### src/rtl/sub16_serial_pkg.sv
// Shared definitions for the serial add/sub family: default widths and FSM encodings.
package sub16_serial_pkg;

  localparam int unsigned DefaultWidth = 16;
  localparam int unsigned DefaultSlice = 4;

  typedef enum logic [1:0] {
    StIdle = 2'd0,
    StRun  = 2'd1,
    StDone = 2'd2
  } state_e;

endpackage

### src/rtl/sub16_serial_fa4_slice.sv
// Combinational 4-bit full-adder slice reused once per clock by the serial datapath.
module fa4_slice
  import sub16_serial_pkg::*;
#(
  parameter int unsigned W = DefaultSlice
) (
  input  logic [W-1:0] x,
  input  logic [W-1:0] y,
  input  logic         cin,
  output logic [W-1:0] s,
  output logic         cout
);

  // Widen by one bit so the carry-out falls out of the addition.
  always_comb begin
    {cout, s} = (W+1)'(x) + (W+1)'(y) + (W+1)'(cin);
  end

endmodule

### src/rtl/sub16_serial.sv
// Multi-cycle subtractor: diff = a + ~b + 1, one SLICE-bit slice per clock, valid/ready on both
// sides. borrow is the inverted final carry.
module sub16_serial
  import sub16_serial_pkg::*;
#(
  parameter int unsigned WIDTH = DefaultWidth,
  parameter int unsigned SLICE = DefaultSlice
) (
  input  logic             clk,
  input  logic             rst,
  input  logic             in_valid,
  output logic             in_ready,
  input  logic [WIDTH-1:0] a,
  input  logic [WIDTH-1:0] b,
  output logic             out_valid,
  input  logic             out_ready,
  output logic [WIDTH-1:0] diff,
  output logic             borrow
);

  localparam int unsigned NSLICES = WIDTH / SLICE;
  localparam int unsigned IdxW    = (NSLICES > 1) ? $clog2(NSLICES) : 1;
  localparam logic [IdxW-1:0] LastIdx = IdxW'(NSLICES - 1);

  state_e            state_q, state_d;
  logic [WIDTH-1:0]  a_q, a_d;
  logic [WIDTH-1:0]  nb_q, nb_d;     // subtrahend stored already inverted
  logic [IdxW-1:0]   idx_q, idx_d;
  logic              carry_q, carry_d;
  logic [WIDTH-1:0]  diff_q, diff_d;
  logic              borrow_q, borrow_d;

  logic [SLICE-1:0]  slice_sum;
  logic              slice_cout;

  // Operands are shifted right each RUN cycle so the active slice is always the low bits.
  fa4_slice #(
    .W (SLICE)
  ) u_slice (
    .x    (a_q[SLICE-1:0]),
    .y    (nb_q[SLICE-1:0]),
    .cin  (carry_q),
    .s    (slice_sum),
    .cout (slice_cout)
  );

  // Next-state logic for the FSM, operand shifters, carry chain and result registers.
  always_comb begin
    state_d  = state_q;
    a_d      = a_q;
    nb_d     = nb_q;
    idx_d    = idx_q;
    carry_d  = carry_q;
    diff_d   = diff_q;
    borrow_d = borrow_q;
    unique case (state_q)
      StIdle: begin
        if (in_valid) begin
          a_d     = a;
          nb_d    = ~b;
          carry_d = 1'b1;
          idx_d   = '0;
          state_d = StRun;
        end
      end
      StRun: begin
        a_d     = a_q >> SLICE;
        nb_d    = nb_q >> SLICE;
        diff_d[idx_q*SLICE +: SLICE] = slice_sum;
        carry_d = slice_cout;
        idx_d   = idx_q + 1'b1;
        if (idx_q == LastIdx) begin
          borrow_d = ~slice_cout;
          state_d  = StDone;
        end
      end
      StDone: begin
        if (out_ready) begin
          state_d = StIdle;
        end
      end
      default: state_d = StIdle;
    endcase
  end

  // State register; synchronous reset aborts any operation in flight.
  always_ff @(posedge clk) begin
    if (rst) begin
      state_q  <= StIdle;
      a_q      <= '0;
      nb_q     <= '0;
      idx_q    <= '0;
      carry_q  <= 1'b1;
      diff_q   <= '0;
      borrow_q <= 1'b0;
    end else begin
      state_q  <= state_d;
      a_q      <= a_d;
      nb_q     <= nb_d;
      idx_q    <= idx_d;
      carry_q  <= carry_d;
      diff_q   <= diff_d;
      borrow_q <= borrow_d;
    end
  end

  // Handshake flags are pure decodes of the state register.
  always_comb begin
    in_ready  = (state_q == StIdle);
    out_valid = (state_q == StDone);
    diff      = diff_q;
    borrow    = borrow_q;
  end

endmodule

### config.mk
export PLATFORM = sky130hd
export DESIGN_NAME = sub16_serial
export DESIGN_NICKNAME = d
export VERILOG_FILES = /design/src/rtl/sub16_serial_pkg.sv /design/src/rtl/sub16_serial_fa4_slice.sv /design/src/rtl/sub16_serial.sv
export SDC_FILE = /design/constraint.sdc
export NUM_CORES = 1
export LEC_CHECK = 0
export CAP_MARGIN = 20
export CELL_PAD_IN_SITES_DETAIL_PLACEMENT = 1
export CELL_PAD_IN_SITES_GLOBAL_PLACEMENT = 1
export CORE_ASPECT_RATIO = 0.75
export CORE_MARGIN = 4
export CORE_UTILIZATION = 30
export DETAILED_ROUTE_END_ITERATION = 6
export HOLD_SLACK_MARGIN = 0.1
export PLACE_DENSITY = 0.71
export SLEW_MARGIN = 20
export SYNTH_ARGS = -nofsm -noshare
export SYNTH_HDL_FRONTEND = slang
export SYNTH_SLANG_ARGS = --single-unit
### constraint.sdc
create_clock -name clk -period 4.1 [get_ports clk]
set_input_delay 0.41 -clock clk [delete_from_list [all_inputs] [get_ports clk]]
set_output_delay 0.41 -clock clk [all_outputs]
set_load 0.01 [all_outputs]
Word-level counts from Yosys, hierarchy flattened
Cells that the tools add are included.
{"block": "word_totals", "regBits": 54, "wordCells": 39}
{"block": "classes", "addsub": 4, "n_eq_ne": 6, "shift": 2, "muxes": 13, "n_bitwise": 2, "n_reduce_logical": 5}
{"cell": "16-bit case mux with 2 select lines", "n": 2}
{"cell": "4-bit negator with 34-bit output", "n": 1}
{"cell": "4-bit by 34-bit variable shift with 16-bit output, first input constant", "n": 1}
{"cell": "4-bit by 34-bit variable part select with 16-bit output", "n": 1}
{"cell": "16-bit 2-to-1 mux", "n": 2}
{"cell": "16-bit bitwise mux", "n": 1}
{"cell": "16-bit NOT", "n": 1}
{"cell": "2-bit 2-to-1 mux", "n": 4}
{"cell": "2-bit case mux with 3 select lines", "n": 1}
{"cell": "4-bit by 4-bit adder with 5-bit output", "n": 1}
{"cell": "5-bit by 1-bit adder with 5-bit output", "n": 1}
{"cell": "2-bit == test, second input constant", "n": 2}
{"cell": "2-bit != test, second input constant", "n": 2}
{"cell": "2-bit case mux with 2 select lines", "n": 1}
{"cell": "2-bit AND reduction", "n": 2}
{"cell": "3-bit AND reduction", "n": 1}
{"cell": "2-bit by 1-bit adder with 2-bit output, second input constant", "n": 1}
{"cell": "2-bit by 1-bit == test with 1-bit output, second input constant", "n": 1}
{"cell": "2-bit logical NOT", "n": 1}
{"cell": "2-bit by 1-bit != test with 1-bit output, second input constant", "n": 1}
{"cell": "1-bit case mux with 2 select lines", "n": 1}
{"cell": "2-bit nonzero test", "n": 1}
{"cell": "1-bit 2-to-1 mux", "n": 1}
{"cell": "1-bit NOT", "n": 1}

Depth between registers and ports, before layout
Gate-level depths: netlist of the first run.
{"block": "depth", "ltp_word": 4, "mapped_depth": 6, "ltp_nobuf": 6}

Modules after synthesis
Synthesis of the first run repeated with hierarchy kept, for this count alone.
{"block": "hier_totals", "cells_unflattened": 314, "area_unflattened_um2": 2703.8}
{"module": "sub16_serial", "n_inst": 1, "cells_per_inst": 298, "area_each_um2": 2560.0, "seq_area_each_um2": 1081.0}
{"module": "fa4_slice", "n_inst": 1, "cells_per_inst": 16, "area_each_um2": 143.9, "seq_area_each_um2": 0.0}

Worst setup path after synthesis of the first run
Ideal clock, no wire load.
{"block": "synth_path", "path_type": "reg-to-reg", "startpoint": "register a_q[0]", "endpoint": "register borrow_q (netlist: borrow)", "t_arrival_ns": 1.851, "required_ns": 4.035, "slack_ns": 2.184, "path_stages_with_launch": 7, "path_buffers": 0, "synth_period_minus_slack_ns": 1.916, "cell_sequence": "dfxtp_1 -> fa_1 -> fa_1 -> a21o_1 -> a2111oi_0 -> a21oi_1 -> nor2_1"}
{"block": "synth_between", "elab_chain_cells": 3}
{"item": "from (decl)", "line": "sub16_serial.sv:26", "rtl": "logic [WIDTH-1:0] a_q, a_d;"}
{"item": "from (signal assigned)", "line": "sub16_serial.sv:90", "rtl": "a_q <= '0;"}
{"item": "from (signal assigned)", "line": "sub16_serial.sv:98", "rtl": "a_q <= a_d;"}
{"item": "4-bit by 4-bit adder with 5-bit output", "line": "sub16_serial_fa4_slice.sv:16", "rtl": "{cout, s} = (W+1)'(x) + (W+1)'(y) + (W+1)'(cin);"}
{"item": "5-bit by 1-bit adder with 5-bit output", "line": "sub16_serial_fa4_slice.sv:16"}
{"item": "1-bit NOT", "line": "sub16_serial.sv:73", "rtl": "borrow_d = ~slice_cout;"}
{"item": "to (signal assigned)", "line": "sub16_serial.sv:103", "rtl": "borrow_q <= borrow_d;"}
{"item": "to (decl)", "line": "sub16_serial.sv:31", "rtl": "logic borrow_q, borrow_d;"}
Every way passes these cells.
A chain may end at the register's enable or synchronous reset.

Worst setup path after layout of the first run
{"block": "layout_path", "startpoint": "register state_q[0]", "endpoint": "output port in_ready"}
{"block": "layout_between", "elab_chain_cells": 1}
{"item": "from (decl)", "line": "sub16_serial.sv:25", "rtl": "state_e state_q, state_d;"}
{"item": "from (signal assigned)", "line": "sub16_serial.sv:89", "rtl": "state_q <= StIdle;"}
{"item": "from (signal assigned)", "line": "sub16_serial.sv:97", "rtl": "state_q <= state_d;"}
{"item": "2-bit logical NOT", "line": "sub16_serial.sv:109", "rtl": "in_ready = (state_q == StIdle);"}
{"item": "to (decl)", "line": "sub16_serial.sv:12", "rtl": "output logic in_ready,"}
Every way passes these cells.

==> summary.md, run 1 <==
| Metric | Value |
|---|---|
| HPWL after detailed placement | 4750 um |
| Yosys top cell area share | 0.430 |
| Setup repair after global routing missed its margin | false |
| Via total after detailed routing | 2273 |
| Hold Fails Final Rpt | 0 |
| CP Launch Type | register |
| Worst Max-Slew Pin Slew | 1.07 ns |
| Sum of routed wire length over all layers | 6660 um |
| Setup clock skew after layout | between 0.01 and 0.015 ns |
| Hold-fix buffers, CTS | 0 |
| Worst hold path class | reg2reg |
| Most used standard cells in the synthesized netlist | sky130_fd_sc_hd__nor2_1 (66), sky130_fd_sc_hd__dfxtp_1 (54), sky130_fd_sc_hd__nand2_1 (31) |
| Die Width | 114 um |
| Maximum clock path buffer count | 2 |
| Placement-stage cell area | 3110 um^2 |
| Number of synthesized register bits | 54 |
| Required time at the worst-slack endpoint | 3.69 ns |
| Rel. slew slack | 0.289 |
| Count of different cell masters after synthesis | 35 |
| Mean cell area of the mapped netlist | 8.19 um^2 |
| TritonCTS clock tree | done |
| Congestion Overflow GR | 0 |
| Number of placement rows | 28 |
| Accumulated negative setup slack | 0 ns |
| Power per cell area | 344 nW/um^2 |
| Core Area | 8020 um^2 |
| Count of pins on the block boundary | 55 |
| Post-route minimum period | 2.26 ns |
| Nature of the critical path endpoint | output port |
| Post-synth EDFFs | 0 |
| Critical Path Fanout Max | 27 |
| Die boundary height | 87.3 um |
| Final count of pins violating max slew | 0 |
| Number of diodes | 0 |
| Number of gates resized after cts | 0 |
| Ys flop type | sky130_fd_sc_hd__dfxtp_1 |
| Net total in the final layout | 398 |
| Root buffer selected by CTS | sky130_fd_sc_hd__clkbuf_8 |
| Number of global-route vias before repair | ~2300 |
| Fmax achieved | 442 MHz |
| Number of setup violations in the final report | 0 |
| Clock input transition at the sequential cells of the worst setup and hold paths | 0.09 ns |
| Fraction of final layout cells sized beyond drive strength 1 | 0.0483 |
| Routed via count divided by cell count | 4.97 |
| Number of nets in the synthesized netlist | 354 |
| Overall fraction of global-route tracks in use | 0.139 |
| P_leak | 0.00123 uW |
| DR DRC count | 0 |
| GP Congestion | 0.795 |
| Clock insertion delay at the later pin of the skew report | 0.31 ns |
| Portion of the clock cycle consumed by the worst path in the final layout | 0.552 |
| Signed area change from the synthesized netlist to the final layout | 27.7% |
| Area of the die | between 9000 and 10000 um^2 |
| Clock Sinks | 54 |
| I/O Buffers | 54 |
| Sequential element share of the synthesized area | 0.430 |
| Effective utilization at floorplan | 0.313 |
| Arrival time reported for the critical path endpoint | 1.85 ns |
| Total clock buffers created by CTS | 5 |
| Category of the most critical setup path | reg2out |
| Synth area leader | sky130_fd_sc_hd__dfxtp_1 |
| Pin count of the biggest net entering global routing | between 50 and 60 |
| Detailed Route Iter0 Violations | 102 |
| Cells after Synth | 307 |
| Max Cap Viol | 0 |
| Wire length of the first global-routing pass | ~11000 um |
| Routed WL per cell | around 15 um |
| Antenna violations before repair | 0 |
| Max rail drop VDD | 0.148 mV |
| Max H-tree Level | 2 |
| Most repeated cell in the gate-level netlist after synthesis | sky130_fd_sc_hd__nor2_1 |
| Finished layout cell area | ~3200 um^2 |
| Synthesis Warnings | 0 |
| Initial DRT Pass Iterations | 4 |
| Summed instance area of the synthesized netlist | roughly 2500 um^2 |
| Post-CTS setup buffer count | 0 |
| Ranking of synthesized cells by area | sky130_fd_sc_hd__dfxtp_1 (43%), sky130_fd_sc_hd__nor2_1 (9.9%), sky130_fd_sc_hd__a21oi_1 (5.6%) |
| Count of nets left with antenna violations after detail routing | 0 |
| Synth async-reset ratio | 0 |
| Outcome | finished, final reports clean |
[registers in the layout (all words and copies together), names as in the netlist]
register  cells
idx_q         2
a_q          16
diff         16
borrow        1
nb_q         16
state_q       2
carry_q       1
[kinds of logic after synthesis]
group           Yosys count  share of synthesized area
flops                    54                      0.430
buf+inv                  24                     0.0433
simple gates            142                      0.263
compound gates           73                      0.191
fa+ha+maj                11                     0.0607
xor+xnor                  1                    0.00348
mux                       2                    0.00846
[path summary, 6_finish.rpt]
path	startpoint	cells past startpoint	slack [ns]	to
setup / recovery	state_q[0]$_SDFFE_PP0P_	3	1.84	in_ready
hold / removal	nb_q[5]$_SDFFE_PP0P_	2	0.46	nb_q[5]$_SDFFE_PP0P_
setup reg to reg	a_q[0]$_SDFFE_PP0P_	6	1.89	borrow$_SDFFE_PP0P_
hold reg to reg	nb_q[5]$_SDFFE_PP0P_	2	0.46	nb_q[5]$_SDFFE_PP0P_
[area by class of cell]
cell class	count	area [um^2]
Inverter	3	11.3
Clock buffer	7	86.3
Tap cell	105	131
Multi-Input combinational cell	229	1330
Sequential cell	54	1080
Timing Repair Buffer	58	566
Clock inverter	1	5.00
Fill cell	983	4810
[worst max-delay path, stage by stage, from the launching register on]
cell and delay, ns:
sky130_fd_sc_hd__dfxtp_1 0.38, sky130_fd_sc_hd__buf_4 0.24, sky130_fd_sc_hd__nor2_1 0.30, sky130_fd_sc_hd__clkdlybuf4s50_1 0.61
[routing by layer]
metal,GRT usage,share of wire
met5,0,0
met4,0.0415,0.012
met3,0.0347,0.045
met2,0.216,0.44
met1,0.192,0.51
[power by group]
part / switching (uW) / internal [uW] / total [uW]
sequential: 21.7 / 555 / 577
combinational: 116 / 99.7 / 216
clock: 176 / 137 / 313
[placed cells by master (no fill, tap or decap), drive strengths merged, types with 2 or more instances in the layout]
master,count
a211oi,3
a21oi,28
a22oi,13
a2bb2oi,6
a32oi,2
buf,5
clkbuf,7
clkdlybuf4s50,53
dfxtp,54
fa,2
ha,9
inv,3
nand2,31
nand2b,4
nand3b,3
nor2,67
nor2b,17
nor3,14
o211ai,12
o21ai,4
o21bai,2
[stage by stage]
step / setup slack [ns] / hold slack [ns] / cells / power (uW) / utilization
2_1_floorplan: 2.18 / 0.432 / 307 / 721 / -
3_3_place_gp: 1.65 / 0.442 / 449 / 800 / 0.388
3_5_place_dp: 1.50 / 0.452 / 449 / 806 / 0.388
4_1_cts: 1.82 / 0.463 / 457 / 1120 / 0.399
5_1_grt: 1.64 / 0.487 / 457 / 1170 / 0.400
6_report: 1.84 / 0.459 / 457 / 1100 / 0.400
(Power assumes the default switching activity.)
==> run 2: changes to the inputs <==
==> constraint.sdc (replaced) <==
create_clock -name clk -period 2.2 [get_ports clk]
set_input_delay 0.22 -clock clk [delete_from_list [all_inputs] [get_ports clk]]
set_output_delay 0.22 -clock clk [all_outputs]
set_load 0.01 [all_outputs]
==> summary.md, run 2 (same netlist as run 1, synthesis figures left out) <==
| Metric | Value |
|---|---|
| P_leak | 0.00128 uW (was 0.00123 uW) |
| Critical Path Fanout Max | 2 (was 27) |
| Nature of the critical path endpoint | register (was output port) |
| I/O Buffers | 54 (unchanged) |
| Count of nets left with antenna violations after detail routing | 0 (unchanged) |
| Top library cells by usage in the layout, fill and taps aside | sky130_fd_sc_hd__nor2_1 (66), sky130_fd_sc_hd__dfxtp_1 (54), sky130_fd_sc_hd__clkdlybuf4s50_1 (53), sky130_fd_sc_hd__nand2_1 (31), sky130_fd_sc_hd__a21oi_1 (28) (unchanged) |
| Sum of routed wire length over all layers | 6850 um (was 6660 um) |
| HPWL after detailed placement | 4920 um (was 4750 um) |
| Clock insertion delay at the later pin of the skew report | 0.31 ns (about the same) |
| Area of the die | 9920 um^2 (unchanged) |
| Max Cap Viol | 0 (unchanged) |
| GP Congestion | 0.788 (was 0.795) |
| Portion of the clock cycle consumed by the worst path in the final layout | 0.900 |
| Routed via count divided by cell count | 4.91 (was 4.97) |
| Sequential Area | 1080 um^2 (unchanged) |
| Antenna violations before repair | 0 (unchanged) |
| Post-CTS setup buffer count | 0 (unchanged) |
| Total clock buffers created by CTS | 5 (unchanged) |
| CP Launch Type | register (unchanged) |
| Rel. slew slack | 0.649 (was 0.289) |
| Number of global-route vias before repair | 2408 (was 2289) |
| Pin count of the biggest net entering global routing | 41 (was 58) |
| Worst Max-Slew Pin Slew | 0.526 ns (was 1.07 ns) |
| Die boundary height | 87.3 um (unchanged) |
| Worst slack at placement | 0.108 ns (was 1.50 ns) |
| Post-route minimum period | 1.98 ns |
| Number of placement rows | 28 (unchanged) |
| Congestion Overflow GR | 0 (unchanged) |
| Worst hold path class | in2reg (was reg2reg) |
| Most frequent standard cell in the layout excluding fill and tap cells | sky130_fd_sc_hd__nor2_1 (unchanged) |
| Die Width | 114 um (unchanged) |
| Overall power after layout | 2320 uW (was 1100 uW) |
| Setup clock skew after layout | 0.0132 ns (was 0.0112 ns) |
| Number of setup violations in the final report | 0 (unchanged) |
| Effective utilization at floorplan | 0.313 (unchanged) |
| Multi-input logic area | 1350 um^2 (was 1330 um^2) |
| Clock Sinks | 54 (unchanged) |
| Count of pins on the block boundary | 55 (unchanged) |
| TritonCTS clock tree | done (unchanged) |
| Via total after detailed routing | 2264 (was 2273) |
| Routed WL per cell | 14.8 um (was 14.6 um) |
| Setup repair after global routing missed its margin | false (unchanged) |
| Number of diodes | 0 (unchanged) |
| DR DRC count | 0 (unchanged) |
| Hold Fails Final Rpt | 0 (unchanged) |
| Maximum clock path buffer count | 2 (unchanged) |
| Setup ws final | 0.220 ns (was 1.84 ns) |
| Core Area | 8020 um^2 (unchanged) |
| Accumulated negative setup slack | 0 ns (unchanged) |
| Total of fill cells in the finished design | 980 (was 983) |
| Overall fraction of global-route tracks in use | 0.145 (was 0.139) |
| Max H-tree Level | 2 (unchanged) |
| Required time at the worst-slack endpoint | 2.45 ns (was 3.69 ns) |
| Fmax achieved | just over 500 MHz |
| Root buffer selected by CTS | sky130_fd_sc_hd__clkbuf_8 (unchanged) |
| Arrival time reported for the critical path endpoint | 2.23 ns (was 1.85 ns) |
| Max rail drop VDD | 0.282 mV (was 0.148 mV) |
| Fraction of final layout cells sized beyond drive strength 1 | 0.0674 (was 0.0483) |
| Final count of pins violating max slew | 0 (unchanged) |
| Category of the most critical setup path | reg2reg (was reg2out) |
| Wire length of the first global-routing pass | 11600 um (was 11100 um) |
| Clock input transition at the sequential cells of the worst setup and hold paths | 0.10 ns (was 0.09 ns) |
| Power per cell area | 695 nW/um^2 (was 344 nW/um^2) |
| Detailed Route Iter0 Violations | 116 (was 102) |
| Signed area change from the synthesized netlist to the final layout | 32.6% (was 27.7%) |
| Outcome | finished, final reports clean (unchanged) |
| Initial DRT Pass Iterations | 4 (unchanged) |
| Net total in the final layout | 402 (was 398) |
## run 2: critical path: stages (launching register included)
cell and delay (ns):
sky130_fd_sc_hd__dfxtp_1 0.35, sky130_fd_sc_hd__fa_2 0.42, sky130_fd_sc_hd__fa_1 0.41, sky130_fd_sc_hd__a21o_1 0.24, sky130_fd_sc_hd__a2111oi_4 0.36, sky130_fd_sc_hd__a21oi_1 0.07
sky130_fd_sc_hd__nor2_1 0.09
## run 2: final cells by class
type	instances	area share
tap	105	0.0394
clock buffer	6	0.0248
timing repair buffer	62	0.186
clock inverter	2	0.0180
sequential	54	0.324
multi-input combinational	229	0.404
inverter	3	0.00338
## run 2: per-layer routing
layer  track usage  up-vias  wire, um
li1              -     1145         -
met1         0.205     1077      3480
met2         0.231       37      3070
met3        0.0292        5       249
met4        0.0295        0        40
met5             0        -         0
## run 2: what timing repair did
item	CTS	global route
gates resized for setup	0	4
hold buffers	0	0
endpoints found under the setup margin	0	1
## run 2: per-stage QoR
step	instance area, um^2	cells	hold slack [ns]	util
CTS	3310	461	0.281	0.413
floorplan	2510	307	0.386	-
global placement	3170	453	0.439	0.395
finish	3330	461	0.283	0.415
detailed placement	3170	453	0.452	0.395
global route	3330	461	0.292	0.415
## run 2: power breakdown
part / internal, uW / switching [uW] / total, uW
clock: 486 / 335 / 820
combinational: 200 / 219 / 419
sequential: 1030 / 42.2 / 1080
total: 1720 / 596 / 2320
## run 2: path summary, 6_finish.rpt
kind                              from              endpoint  cells after the start  slack, ns
setup / recovery   a_q[0]$_SDFFE_PP0P_   borrow$_SDFFE_PP0P_                      6       0.22
hold / removal                     rst  a_q[13]$_SDFFE_PP0P_                      2       0.28
setup reg to reg   a_q[0]$_SDFFE_PP0P_   borrow$_SDFFE_PP0P_                      6       0.22
hold reg to reg   nb_q[9]$_SDFFE_PP0P_  nb_q[9]$_SDFFE_PP0P_                      2       0.46
==> run 3: changes to the inputs <==
--- a/config.mk
+++ b/config.mk
@@ -5,6 +5,7 @@
 export SDC_FILE = /design/constraint.sdc
 export NUM_CORES = 1
 export LEC_CHECK = 0
+export ABC_CLOCK_PERIOD_IN_PS = 2200
 export CAP_MARGIN = 20
 export CELL_PAD_IN_SITES_DETAIL_PLACEMENT = 1
 export CELL_PAD_IN_SITES_GLOBAL_PLACEMENT = 1
==> results of run 3 <==
Same layout as run 2: the final DEF is identical, and so are final timing and power.
